### src/rtl/tl_a_narrow_128to64_pkg.sv
// =============================================================================
// tl_pkg: shared TileLink A-channel types, opcodes and beat-count helpers.
// Revision: 1.0
// =============================================================================
`default_nettype none

package tl_pkg;

    localparam int TL_IN_W   = 128;
    localparam int TL_OUT_W  = 64;
    localparam int TL_ADDR_W = 32;
    localparam int TL_SRC_W  = 5;
    localparam int TL_CNT_W  = 4;

    localparam logic [2:0] PUT_FULL    = 3'd0;
    localparam logic [2:0] PUT_PARTIAL = 3'd1;
    localparam logic [2:0] ARITH       = 3'd2;
    localparam logic [2:0] LOGICAL     = 3'd3;
    localparam logic [2:0] GET         = 3'd4;
    localparam logic [2:0] HINT        = 3'd5;

    typedef struct packed {
        logic [2:0]           opcode;
        logic [2:0]           param;
        logic [3:0]           size;
        logic [TL_SRC_W-1:0]  source;
        logic [TL_ADDR_W-1:0] address;
        logic [TL_IN_W-1:0]   data;
        logic                 corrupt;
    } tl_a_beat_t;

    typedef enum logic [1:0] {
        ST_EMPTY = 2'd0,
        ST_LO    = 2'd1,
        ST_HI    = 2'd2
    } narrow_state_e;

    function automatic logic is_data_op(input logic [2:0] op);
        return op inside {PUT_FULL, PUT_PARTIAL, ARITH, LOGICAL};
    endfunction

    // Wide (16 B) beats in a transaction, minus one; sizes above 256 B are illegal upstream.
    function automatic logic [TL_CNT_W-1:0] wide_beats_m1(input logic [2:0] op,
                                                          input logic [3:0] size);
        logic [TL_CNT_W-1:0] r;
        r = '0;
        if (is_data_op(op)) begin
            case (size)
                4'd5:    r = 4'd1;
                4'd6:    r = 4'd3;
                4'd7:    r = 4'd7;
                4'd8:    r = 4'd15;
                default: r = 4'd0;
            endcase
        end
        return r;
    endfunction

endpackage

`default_nettype wire

### src/rtl/tl_a_narrow_128to64_if.sv
// =============================================================================
// tl_a_narrow_128to64_if: wide-in / narrow-out A-channel bundle.
// Revision: 1.0
// =============================================================================
`default_nettype none

interface tl_a_narrow_128to64_if
    import tl_pkg::*;
#(
    parameter int IN_W   = TL_IN_W,
    parameter int OUT_W  = TL_OUT_W,
    parameter int ADDR_W = TL_ADDR_W,
    parameter int SRC_W  = TL_SRC_W
);
    logic              io_in_valid;
    logic              io_in_ready;
    logic [2:0]        io_in_bits_opcode;
    logic [2:0]        io_in_bits_param;
    logic [3:0]        io_in_bits_size;
    logic [SRC_W-1:0]  io_in_bits_source;
    logic [ADDR_W-1:0] io_in_bits_address;
    logic [IN_W-1:0]   io_in_bits_data;
    logic              io_in_bits_corrupt;

    logic              io_out_valid;
    logic              io_out_ready;
    logic [2:0]        io_out_bits_opcode;
    logic [2:0]        io_out_bits_param;
    logic [3:0]        io_out_bits_size;
    logic [SRC_W-1:0]  io_out_bits_source;
    logic [ADDR_W-1:0] io_out_bits_address;
    logic [OUT_W-1:0]  io_out_bits_data;
    logic              io_out_bits_corrupt;
    logic              io_out_last;

    // Narrower view: consumes the wide channel, produces the narrow one.
    modport slave (
        input  io_in_valid, io_in_bits_opcode, io_in_bits_param, io_in_bits_size,
               io_in_bits_source, io_in_bits_address, io_in_bits_data, io_in_bits_corrupt,
               io_out_ready,
        output io_in_ready,
               io_out_valid, io_out_bits_opcode, io_out_bits_param, io_out_bits_size,
               io_out_bits_source, io_out_bits_address, io_out_bits_data,
               io_out_bits_corrupt, io_out_last
    );

    // Environment view: upstream queue plus downstream memory port.
    modport master (
        output io_in_valid, io_in_bits_opcode, io_in_bits_param, io_in_bits_size,
               io_in_bits_source, io_in_bits_address, io_in_bits_data, io_in_bits_corrupt,
               io_out_ready,
        input  io_in_ready,
               io_out_valid, io_out_bits_opcode, io_out_bits_param, io_out_bits_size,
               io_out_bits_source, io_out_bits_address, io_out_bits_data,
               io_out_bits_corrupt, io_out_last
    );

endinterface

`default_nettype wire

### src/rtl/tl_a_narrow_128to64_beat_counter.sv
// =============================================================================
// tl_beat_counter: tracks wide beats remaining in a transaction; flags first/last.
// Revision: 1.0
// =============================================================================
`default_nettype none

module tl_beat_counter
    import tl_pkg::*;
(
    input  wire logic                clock,
    input  wire logic                reset,
    input  wire logic                in_fire,
    input  wire logic                beat_done,
    input  wire logic [TL_CNT_W-1:0] load_val,
    output logic                     first,
    output logic                     last
);
    logic [TL_CNT_W-1:0] cnt;
    logic                first_q;
    logic                first_eff;
    logic [TL_CNT_W-1:0] cnt_eff;

    // cnt is the number of wide beats still to come after the one currently held.
    always_comb begin
        first_eff = first_q;
        cnt_eff   = cnt;
        if (beat_done) begin
            first_eff = (cnt == '0);
            cnt_eff   = (cnt == '0) ? '0 : cnt - 1'b1;
        end
    end

    always_ff @(posedge clock) begin
        if (reset) begin
            cnt     <= '0;
            first_q <= 1'b1;
        end else if (in_fire) begin
            cnt     <= first_eff ? load_val : cnt_eff;
            first_q <= 1'b0;
        end else begin
            cnt     <= cnt_eff;
            first_q <= first_eff;
        end
    end

    assign first = first_q;
    assign last  = (cnt == '0);

endmodule

`default_nettype wire

### src/rtl/tl_a_narrow_128to64.sv
// =============================================================================
// tl_a_narrow_128to64: splits 128-bit TileLink A beats into 64-bit beats.
// Revision: 1.0
// =============================================================================
`default_nettype none

module tl_a_narrow_128to64
    import tl_pkg::*;
#(
    parameter int IN_W   = 128,
    parameter int OUT_W  = 64,
    parameter int ADDR_W = 32,
    parameter int SRC_W  = 5
) (
    input  wire logic              clock,
    input  wire logic              reset,
    tl_a_narrow_128to64_if.slave   io
);
    narrow_state_e state;
    tl_a_beat_t    hold;

    logic in_fire;
    logic out_fire;
    logic beat_done;
    logic data_op;
    logic split;
    logic cnt_first;
    logic cnt_last;
    logic [TL_CNT_W-1:0] load_val;

    assign data_op   = is_data_op(hold.opcode);
    assign split     = data_op && (hold.size >= 4'd4);
    assign out_fire  = (state != ST_EMPTY) && io.io_out_ready;
    assign beat_done = out_fire && ((state == ST_HI) || ((state == ST_LO) && !split));

    // Ready looks at out_ready only when a beat is finishing; an empty stage is always ready.
    assign io.io_in_ready = (state == ST_EMPTY) || beat_done;
    assign in_fire        = io.io_in_valid && io.io_in_ready;
    assign load_val       = wide_beats_m1(io.io_in_bits_opcode, io.io_in_bits_size);

    tl_beat_counter u_beat_counter (
        .clock     (clock),
        .reset     (reset),
        .in_fire   (in_fire),
        .beat_done (beat_done),
        .load_val  (load_val),
        .first     (cnt_first),
        .last      (cnt_last)
    );

    always_ff @(posedge clock) begin
        if (reset) begin
            state <= ST_EMPTY;
        end else begin
            if (in_fire) begin
                state <= ST_LO;
            end else if ((state == ST_LO) && out_fire && split) begin
                state <= ST_HI;
            end else if (beat_done) begin
                state <= ST_EMPTY;
            end
        end
    end

    // Holding register has no reset: it is only observed while state != EMPTY.
    always_ff @(posedge clock) begin
        if (in_fire) begin
            hold.opcode  <= io.io_in_bits_opcode;
            hold.param   <= io.io_in_bits_param;
            hold.size    <= io.io_in_bits_size;
            hold.source  <= io.io_in_bits_source;
            hold.address <= io.io_in_bits_address;
            hold.data    <= io.io_in_bits_data;
            hold.corrupt <= io.io_in_bits_corrupt;
        end
    end

    always_comb begin
        io.io_out_bits_data = '0;
        if (data_op) begin
            if (state == ST_HI) begin
                io.io_out_bits_data = hold.data[IN_W-1:OUT_W];
            end else if (split) begin
                io.io_out_bits_data = hold.data[OUT_W-1:0];
            end else begin
                io.io_out_bits_data = hold.address[3] ? hold.data[IN_W-1:OUT_W]
                                                      : hold.data[OUT_W-1:0];
            end
        end
    end

    assign io.io_out_valid        = (state != ST_EMPTY);
    assign io.io_out_bits_opcode  = hold.opcode;
    assign io.io_out_bits_param   = hold.param;
    assign io.io_out_bits_size    = hold.size;
    assign io.io_out_bits_source  = hold.source[SRC_W-1:0];
    assign io.io_out_bits_address = hold.address[ADDR_W-1:0];
    assign io.io_out_bits_corrupt = hold.corrupt;

    // cnt_first only matters for the next incoming beat; last reflects the held beat.
    assign io.io_out_last = (state != ST_EMPTY) &&
                            (!data_op ||
                             (((state == ST_HI) || ((state == ST_LO) && !split)) && cnt_last));

    logic unused_ok;
    assign unused_ok = cnt_first;

endmodule

`default_nettype wire

### src/flat_wrapper.sv
// flat-port wrapper written by rule: the top's interface ports become plain ports
module tl_a_narrow_128to64_flat import tl_pkg::*;
#(
    parameter int IN_W   = 128,
    parameter int OUT_W  = 64,
    parameter int ADDR_W = 32,
    parameter int SRC_W  = 5
)
  (clock, reset, io_io_in_valid, io_io_in_bits_opcode, io_io_in_bits_param, io_io_in_bits_size, io_io_in_bits_source, io_io_in_bits_address, io_io_in_bits_data, io_io_in_bits_corrupt, io_io_out_ready, io_io_in_ready, io_io_out_valid, io_io_out_bits_opcode, io_io_out_bits_param, io_io_out_bits_size, io_io_out_bits_source, io_io_out_bits_address, io_io_out_bits_data, io_io_out_bits_corrupt, io_io_out_last);
  tl_a_narrow_128to64_if #(.IN_W(IN_W), .OUT_W(OUT_W), .ADDR_W(ADDR_W), .SRC_W(SRC_W)) io_i ();
  input  wire logic clock;
  input  wire logic reset;
  input wire logic [$bits(io_i.io_in_valid)-1:0] io_io_in_valid;
  input wire logic [$bits(io_i.io_in_bits_opcode)-1:0] io_io_in_bits_opcode;
  input wire logic [$bits(io_i.io_in_bits_param)-1:0] io_io_in_bits_param;
  input wire logic [$bits(io_i.io_in_bits_size)-1:0] io_io_in_bits_size;
  input wire logic [$bits(io_i.io_in_bits_source)-1:0] io_io_in_bits_source;
  input wire logic [$bits(io_i.io_in_bits_address)-1:0] io_io_in_bits_address;
  input wire logic [$bits(io_i.io_in_bits_data)-1:0] io_io_in_bits_data;
  input wire logic [$bits(io_i.io_in_bits_corrupt)-1:0] io_io_in_bits_corrupt;
  input wire logic [$bits(io_i.io_out_ready)-1:0] io_io_out_ready;
  output wire logic [$bits(io_i.io_in_ready)-1:0] io_io_in_ready;
  output wire logic [$bits(io_i.io_out_valid)-1:0] io_io_out_valid;
  output wire logic [$bits(io_i.io_out_bits_opcode)-1:0] io_io_out_bits_opcode;
  output wire logic [$bits(io_i.io_out_bits_param)-1:0] io_io_out_bits_param;
  output wire logic [$bits(io_i.io_out_bits_size)-1:0] io_io_out_bits_size;
  output wire logic [$bits(io_i.io_out_bits_source)-1:0] io_io_out_bits_source;
  output wire logic [$bits(io_i.io_out_bits_address)-1:0] io_io_out_bits_address;
  output wire logic [$bits(io_i.io_out_bits_data)-1:0] io_io_out_bits_data;
  output wire logic [$bits(io_i.io_out_bits_corrupt)-1:0] io_io_out_bits_corrupt;
  output wire logic [$bits(io_i.io_out_last)-1:0] io_io_out_last;
  assign io_i.io_in_valid = io_io_in_valid;
  assign io_i.io_in_bits_opcode = io_io_in_bits_opcode;
  assign io_i.io_in_bits_param = io_io_in_bits_param;
  assign io_i.io_in_bits_size = io_io_in_bits_size;
  assign io_i.io_in_bits_source = io_io_in_bits_source;
  assign io_i.io_in_bits_address = io_io_in_bits_address;
  assign io_i.io_in_bits_data = io_io_in_bits_data;
  assign io_i.io_in_bits_corrupt = io_io_in_bits_corrupt;
  assign io_i.io_out_ready = io_io_out_ready;
  assign io_io_in_ready = io_i.io_in_ready;
  assign io_io_out_valid = io_i.io_out_valid;
  assign io_io_out_bits_opcode = io_i.io_out_bits_opcode;
  assign io_io_out_bits_param = io_i.io_out_bits_param;
  assign io_io_out_bits_size = io_i.io_out_bits_size;
  assign io_io_out_bits_source = io_i.io_out_bits_source;
  assign io_io_out_bits_address = io_i.io_out_bits_address;
  assign io_io_out_bits_data = io_i.io_out_bits_data;
  assign io_io_out_bits_corrupt = io_i.io_out_bits_corrupt;
  assign io_io_out_last = io_i.io_out_last;
  tl_a_narrow_128to64 #(.IN_W(IN_W), .OUT_W(OUT_W), .ADDR_W(ADDR_W), .SRC_W(SRC_W)) u_core (.clock(clock), .reset(reset), .io(io_i));
endmodule
### config.mk
export PLATFORM = sky130hd
export DESIGN_NAME = tl_a_narrow_128to64_flat
export DESIGN_NICKNAME = d
export VERILOG_FILES = /design/src/rtl/tl_a_narrow_128to64_pkg.sv /design/src/rtl/tl_a_narrow_128to64_if.sv /design/src/rtl/tl_a_narrow_128to64_beat_counter.sv /design/src/rtl/tl_a_narrow_128to64.sv /design/src/flat_wrapper.sv
export SDC_FILE = /design/constraint.sdc
export NUM_CORES = 1
export LEC_CHECK = 0
export CORE_UTILIZATION = 39
export DETAILED_ROUTE_END_ITERATION = 10
export PLACE_DENSITY = 0.75
export REMOVE_ABC_BUFFERS = 1
export SYNTH_ARGS = -nofsm -noshare
export SYNTH_HDL_FRONTEND = slang
export SYNTH_SLANG_ARGS = --single-unit
### constraint.sdc
create_clock -name clock -period 10.65 [get_ports clock]
set_input_delay 2.13 -clock clock [delete_from_list [all_inputs] [get_ports clock]]
set_output_delay 2.13 -clock clock [all_outputs]
set_load 0.03 [all_outputs]
==> results of run 1 <==
-- layout make-up --
cell class,count,area share [%]
Timing Repair Buffer,299,28.40
Clock inverter,12,1.455
Multi-Input combinational cell,254,11.52
Inverter,3,0.1073
Tap cell,225,2.683
Sequential cell,183,51.71
Clock buffer,19,4.126
-- per-stage QoR --
step	utilization (%)	power [mW]	setup slack (ns)	setup TNS [ns]
2_1_floorplan	-	1.051	-0.05755	-10.13
3_3_place_gp	56.69	1.201	4.821	0
3_5_place_dp	56.69	1.211	4.737	0
4_1_cts	60.04	1.841	4.737	0
5_1_grt	60.04	1.887	4.631	0
6_report	60.04	1.823	4.746	0
-- power groups by stage --
| stage | clock, mW | combinational [mW] | sequential [mW] |
|---|---|---|---|
| 3_5_place_dp | 0 | 0.325 | 0.886 |
| 2_1_floorplan | 0 | 0.125 | 0.926 |
| 3_3_place_gp | 0 | 0.318 | 0.883 |
| 5_1_grt | 0.669 | 0.343 | 0.875 |
| 4_1_cts | 0.644 | 0.326 | 0.870 |
| 6_report | 0.630 | 0.323 | 0.870 |
-- per-layer routing --
layer | vias up | part of all wire, % | global-route usage (%)
met4 | 0 | 2.5 | 7.346
met2 | 227 | 52 | 32.57
li1 | 2276 | - | -
met3 | 32 | 8.1 | 6.296
met1 | 2317 | 37 | 19.50
met5 | - | 0 | 0
-- cell usage in the layout (no fill, tap or decap), types with 2 or more instances in the layout --
cell type	synthesis	layout
sky130_fd_sc_hd__clkbuf_1	21	2
sky130_fd_sc_hd__nor3_1	2	2
sky130_fd_sc_hd__nor2b_1	3	2
sky130_fd_sc_hd__a31oi_1	2	2
sky130_fd_sc_hd__dfxtp_1	7	7
sky130_fd_sc_hd__nor2_1	7	7
sky130_fd_sc_hd__o21ai_0	5	5
sky130_fd_sc_hd__clkdlybuf4s50_1	0	294
sky130_fd_sc_hd__buf_4	47	5
sky130_fd_sc_hd__inv_1	3	3
sky130_fd_sc_hd__clkbuf_16	0	17
sky130_fd_sc_hd__clkinv_2	0	2
sky130_fd_sc_hd__o211ai_1	2	2
sky130_fd_sc_hd__or3_1	2	2
sky130_fd_sc_hd__nand3_1	2	2
sky130_fd_sc_hd__a211oi_1	2	2
sky130_fd_sc_hd__inv_6	0	2
sky130_fd_sc_hd__clkinvlp_4	0	3
sky130_fd_sc_hd__bufinv_16	0	3
sky130_fd_sc_hd__edfxtp_1	176	176
sky130_fd_sc_hd__a21oi_1	75	74
sky130_fd_sc_hd__nand2_1	136	136
-- worst reg2reg max path, stage by stage, from the launching register on --
cell                       delay [ns]
sky130_fd_sc_hd__edfxtp_1        0.34
sky130_fd_sc_hd__buf_4           0.59
sky130_fd_sc_hd__o21ba_2         0.33
sky130_fd_sc_hd__a21oi_2         0.24
sky130_fd_sc_hd__a21oi_1         0.18
sky130_fd_sc_hd__nor2b_4         0.86
sky130_fd_sc_hd__buf_4           0.91
-- final timing paths --
path / startpoint / end / slack [ns] / cells past startpoint
max: io_io_out_ready / io_io_in_ready / 4.75 / 4
min reg2reg: u_core.u_beat_counter.first / u_core.u_beat_counter.first / 0.51 / 2
max reg2reg: u_core.io.io_out_bits_opcode[2] / u_core.io.io_out_bits_address[10] / 6.76 / 6
min: u_core.u_beat_counter.first / u_core.u_beat_counter.first / 0.51 / 2
-- sequential cells by signal, indices dropped and copies added (netlist names) --
register and count:
u_core.u_beat_counter.cnt 4, u_core.io.io_out_bits_corrupt 1, u_core.u_beat_counter.first 1, u_core.state 2
u_core.hold 128, u_core.io.io_out_bits_opcode 3, u_core.io.io_out_bits_source 5, u_core.io.io_out_bits_size 4
u_core.io.io_out_bits_param 3, u_core.io.io_out_bits_address 32
-- logic make-up after synthesis --
family / Yosys count
AND/OR/NAND/NOR: 157
XOR/XNOR: 1
buffers and inverters: 73
AO/OA/AOI/OAI: 96
flip-flops: 183
==> impl_results.md, run 1 <==
* Final-stage net count at between 900 and 1000
* Final worst clock skew at 0.009141 ns
* Net switching power figure at roughly 460 µW
* Critical path required time at 8.52 ns
* Count of cell types in the netlist at 33
* Setup repair after global routing missed its margin: false
* Count of H-tree levels built during CTS at 4
* Share of flip-flops with an asynchronous set or reset at 0%
* Area fraction in compound gates after synthesis at just under 8%
* Clock Tree Buf Depth at 2
* Post-CTS setup buffer count at 0
* Avg WL per Cell at ~17 µm
* Peak ir drop on the vdd network at around 100 µV
* Synth Cell Area at 7067 µm²
* Clock input transition at the sequential cells of the worst setup and hold paths at approximately 0.060 ns
* Total wire length at about 17 mm
* Number of antenna violations at the first check in global routing at 0
* Largest fanout of any net on the critical path at 9
* Final hold viol count at 0
* Syn. warnings at 0
* Global-route total usage across every layer at ~18%
* Final number of setup-violating endpoints at 0
* Vias per Instance at 4.876
* Fin Hold WS at between 0.5 and 0.6 ns
* Synth area leaders: sky130_fd_sc_hd__edfxtp_1 (75%), sky130_fd_sc_hd__nand2_1 (7.2%), sky130_fd_sc_hd__a21oi_1 (5.3%)
* Total of max-cap violations at 0
* Number of CTS-inserted buffers at 17
* Simple-gate portion of the synthesized area at under 10%
* Number of hold buffers added after CTS at 0
* Worst Setup Path Type: input port to output pin
* Vert. Die Dim at around 140 µm
* Area of the multi-input gates at ~1200 µm²
* Sequential cell area at 5425 µm²
* Slew @ Worst Pin at ~1.1 ns
* Post-synth top area cell: sky130_fd_sc_hd__edfxtp_1
* Die Area at 18660 µm²
* Library cell with the highest instance count after synthesis: sky130_fd_sc_hd__edfxtp_1
* Most frequent CP cell: sky130_fd_sc_hd__clkdlybuf4s50_1
* Floorplan core area at roughly 17000 µm²
* Final non-filler cell total at approximately 1000
* Combinational family with the most area after synthesis: simple AND/OR/NAND/NOR gates
* Static leakage power at between 3 and 4 nW
* I/O Buffers at 294
* Highest Clock Rate at about 170 MHz
* Total count of max-transition violations in the final report at 0
* Total via count in the routed design at between 4000 and 5000
* Post-route minimum period at just under 6 ns
* Wire length of the first global-routing pass at 25.16 mm
* Number of top-level pins at roughly 300
* Aggregate global routing overflow at 0
* Post-synthesis cell count at 510
* Initial detailed-routing violation count at roughly 290
* TritonRoute pass-1 iters at 4
* Cells after DPL at 964
* Count of antenna diodes in the layout at 0
* Worst-Skew Late Latency at roughly 0.42 ns
* Critical-path cell list: clkdlybuf4s50_1 > a21oi_1 > inv_1 > clkdlybuf4s50_1
* Post-detailed-route DRC marker count at 0
* Critical path's top delay family: buffers and inverters
* Num Clock Sinks at between 150 and 200
* Adder-cell share of the synthesized area at 0%
* Number of synthesized flops with an enable pin at about 180
* Switching portion of total power at between 20% and 30%
* Final cell area excluding filler cells at about 10000 µm²
* Tightest slew margin relative to the limit at about 29%
* Vias in the first global route at between 4000 and 5000
* Power Dens Cells at around 170 nW/µm²
* Initial standard-cell utilization of the core at approximately two fifths
* Filler cell count at ~1300
* Cell area after placement at approximately 9900 µm²
* Routability Congestion at 0.8270
* Critical path launch point type: input port
* Category of the worst setup path capture point: output pin
* Most used DFF post-synth: sky130_fd_sc_hd__edfxtp_1
* Post-synthesis sequential area ratio at between 70% and 80%
* Critical path's largest stage delay at 0.61 ns
* Chip width at between 100 and 150 µm
* Post-route fraction of the period consumed by the critical path at ~55%
* Slowest-stage cell, CP: sky130_fd_sc_hd__clkdlybuf4s50_1
* Root Buffer Master: sky130_fd_sc_hd__clkbuf_16
* Maximum number of pins on one net before global-route repair at approximately 80
* Xor and xnor fraction of the mapped netlist area at less than 1%
* Share of total power in sequential cells at 47.7%
* TritonCTS clock tree: built
* Estimated wirelength of the detail-placed design at roughly 12 mm
* Synthesized flop and latch total at 183
* Class of the tightest hold or removal check: flop to flop
* Result of the run: finished clean
* Gates resized, CTS repair at 0
* Internal power at approximately 1.4 mW
* Share of layout cells above drive strength 1 at under 10%
* Synth-to-layout area growth at 48.48%
* Fraction of power consumed by the clock network at between 30% and 40%
* Total number of placement rows at 48
* Crit path arrival time at 3.77 ns
* Synth top cells by count: sky130_fd_sc_hd__edfxtp_1 (176), sky130_fd_sc_hd__nand2_1 (136), sky130_fd_sc_hd__a21oi_1 (75)
* Power share of the combinational group at between 10% and 20%
* Fraction of synthesized area in multiplexers at 0%
* Portion of synthesized cell area occupied by the leading cell type at about 75%
* Mean Syn Cell Area at 13.86 µm²
* ANT nets after route at 0
* Number of buffer and inverter stages on the critical path at 3
Note: power is estimated with default switching activity, not from simulation.
==> run 2: changes to the inputs <==
- clock period: 10.65 -> 4.95 ns (I/O delays scaled with it)
==> run 2 against run 1 <==
  * Count of clock-buffer cells in the layout down 2
  * Combinational power up 120%
  * Clock skew up 0.00054 ns
  * Clock power up 110%
  * Register-to-register slack worse by 5.0 ns
  * Design area up 0.24%
  * Core utilization up 0.14 points
  * Total power up 110%
  * Critical path depth up 2
  * Routed wire length up 2.8%
  * Die area unchanged
  * Non-clock buffer count unchanged
  * Critical path type is now flop to output pin
  * Largest power group unchanged
==> impl_results.md, run 2 (same netlist as run 1, synthesis figures left out) <==
* Clock Tree Buf Depth at 2
* Fin Hold WS at about 0.48 ns
* Tightest slew margin relative to the limit at approximately 40%
* Power Dens Cells at ~370 nW/µm²
* Worst Setup Path Type: flop to output pin
* Vias in the first global route at just under 5000
* Chip width at 136.6 µm
* Slew @ Worst Pin at approximately 0.9 ns
* Critical path's top delay family: buffers and inverters
* Post-CTS setup buffer count at 0
* Maximum number of pins on one net before global-route repair at 86
* Estimated wirelength of the detail-placed design at 12.58 mm
* I/O Buffers at 294
* Setup repair after global routing missed its margin: false
* Hold endpoint: u_core.u_beat_counter.first
* Wire length of the first global-routing pass at around 26 mm
* Pre-CTS worst setup slack at 1.074 ns
* Static leakage power at between 3 and 4 nW
* ANT nets after route at 0
* Largest register FFs at approximately 130
* Peak ir drop on the vdd network at 240.9 µV
* Total via count in the routed design at between 4000 and 5000
* Clock input transition at the sequential cells of the worst setup and hold paths at 0.06 ns
* Total of max-cap violations at 0
* Vert. Die Dim at 136.6 µm
* Vias per Instance at 4.835
* Highest Clock Rate at around 230 MHz
* Post-route minimum period at about 4.3 ns
* Top reg by flops: u_core.hold
* Worst-Skew Late Latency at about 0.42 ns
* Result of the run: finished clean
* Final number of setup-violating endpoints at 0
* Class of the tightest hold or removal check: flop to flop
* Initial standard-cell utilization of the core at about two fifths
* Final hold viol count at 0
* Post-detailed-route DRC marker count at 0
* Number of CTS-inserted buffers at 17
* R2r setup slk at about 1.8 ns
* Synth-to-layout area growth at 48.83%
* Num Clock Sinks at between 150 and 200
* Crit path arrival time at 3.29 ns
* Critical path launch point type: flop
* TritonRoute pass-1 iters at 5
* Number of antenna violations at the first check in global routing at 0
* Most frequent cells in the layout: sky130_fd_sc_hd__clkdlybuf4s50_1 (294), sky130_fd_sc_hd__edfxtp_1 (176), sky130_fd_sc_hd__nand2_1 (136)
* Most common cell after layout, fill and taps aside: sky130_fd_sc_hd__clkdlybuf4s50_1
* Category of the worst setup path capture point: output pin
* Worst min-delay path startpoint: u_core.u_beat_counter.first
* FF-to-FF Start: u_core.io.io_out_bits_opcode[2]
* Critical path required time at 3.96 ns
* Post-route fraction of the period consumed by the critical path at 86.53%
* Share of layout cells above drive strength 1 at between 5 and 6%
* Aggregate global routing overflow at 0
* Number of buffer and inverter stages on the critical path at 2
* Critical path's largest stage delay at around 0.73 ns
* Total number of placement rows at between 40 and 50
* Number of top-level pins at 295
* Routability Congestion at around 0.8
* Depth of the worst hold-timing path at 2
* Final worst clock skew at about 0.0097 ns
* Total count of max-transition violations in the final report at 0
* Filler cell count at between 1000 and 1500
* Initial detailed-routing violation count at roughly 340
* Post-route setup slack at roughly 0.67 ns
* Count of antenna diodes in the layout at 0
* Avg WL per Cell at 17.83 µm
* Die Area at between 15000 and 20000 µm²
* Root Buffer Master: sky130_fd_sc_hd__clkbuf_16
* Slowest-stage cell, CP: sky130_fd_sc_hd__clkdlybuf4s50_1
* Count of H-tree levels built during CTS at 4
* Global-route total usage across every layer at a little under a fifth
* Largest fanout of any net on the critical path at 37
* Number of hold buffers added after CTS at 0
* TritonCTS clock tree: built
* Gates resized, CTS repair at 0
* Worst reg2reg endpoint: u_core.hold[106]
* Total wire length at 17.74 mm
* Critical-path cell list: nor2b_1 > a21o_2 > buf_4 > nand2_1 > a21oi_1 > clkdlybuf4s50_1
* Cell count of the worst reg-to-reg path at 6
* Final-stage net count at 938
* Floorplan core area at between 15000 and 20000 µm²
[run 2: worst max path at each step]
| stage | depth (start not counted) | start | to | slack, ns |
|---|---|---|---|---|
| floorplan | 4 | u_core.io.io_out_bits_opcode[2] | u_core.hold[100] | -5.72 |
| global placement | 6 | u_core.state[1] | io_io_out_bits_data[12] | 1.21 |
| detailed placement | 6 | u_core.state[1] | io_io_out_bits_data[5] | 1.07 |
| CTS | 6 | u_core.state[1] | io_io_out_bits_data[5] | 0.57 |
| global route | 6 | u_core.state[1] | io_io_out_bits_data[22] | 0.43 |
| finish | 6 | u_core.state[1] | io_io_out_bits_data[16] | 0.67 |
[run 2: routing by layer]
layer | up-vias | GRT usage (%) | part of all wire [%]
met3 | 23 | 6.444 | 8.5
met5 | - | 0 | 0
li1 | 2272 | - | -
met2 | 242 | 34.07 | 53
met1 | 2274 | 20.54 | 36
met4 | 0 | 6.296 | 1.7
[run 2: worst reg2reg max path, stage by stage (launching register included)]
cell                       delay [ns]
sky130_fd_sc_hd__edfxtp_1        0.34
sky130_fd_sc_hd__buf_4           0.61
sky130_fd_sc_hd__o21ba_2         0.33
sky130_fd_sc_hd__a21oi_2         0.26
sky130_fd_sc_hd__a21oi_1         0.18
sky130_fd_sc_hd__nor2b_4         0.57
sky130_fd_sc_hd__buf_12          0.45
[run 2: cell type report]
type | instances | area (µm²) | area share (%)
timing repair buffer | 299 | 3018 | 28.69
clock inverter | 14 | 147.6 | 1.404
tap | 225 | 281.5 | 2.677
multi-input combinational | 254 | 1209 | 11.49
inverter | 3 | 11.26 | 0.1071
sequential | 183 | 5425 | 51.58
clock buffer | 17 | 425.4 | 4.045
[run 2: report_power, final]
group          internal [mW]  leakage [nW]  switching (mW)
Sequential              1.83          1.74          0.0376
Combinational          0.314          1.67           0.389
Clock                  0.747         0.284           0.580
Total                   2.89          3.70            1.01
[run 2: stage by stage]
step	TNS (ns)	utilization, %	area [µm²]	std cells	power [mW]
final	0	60.18	10520	995	3.901
after global routing	0	60.18	10520	995	4.035
after CTS	0	60.18	10520	995	3.942
after detailed placement	0	56.90	9945	964	2.611
after global placement	0	56.90	9945	964	2.589
after floorplan	-1034.27	-	6625	440	2.261
==> run 3: changes to the inputs <==
- SETUP_SLACK_MARGIN: default -> 0.1
==> results of run 3 <==
The final DEF is identical to that of run 2; final timing and power are the same.
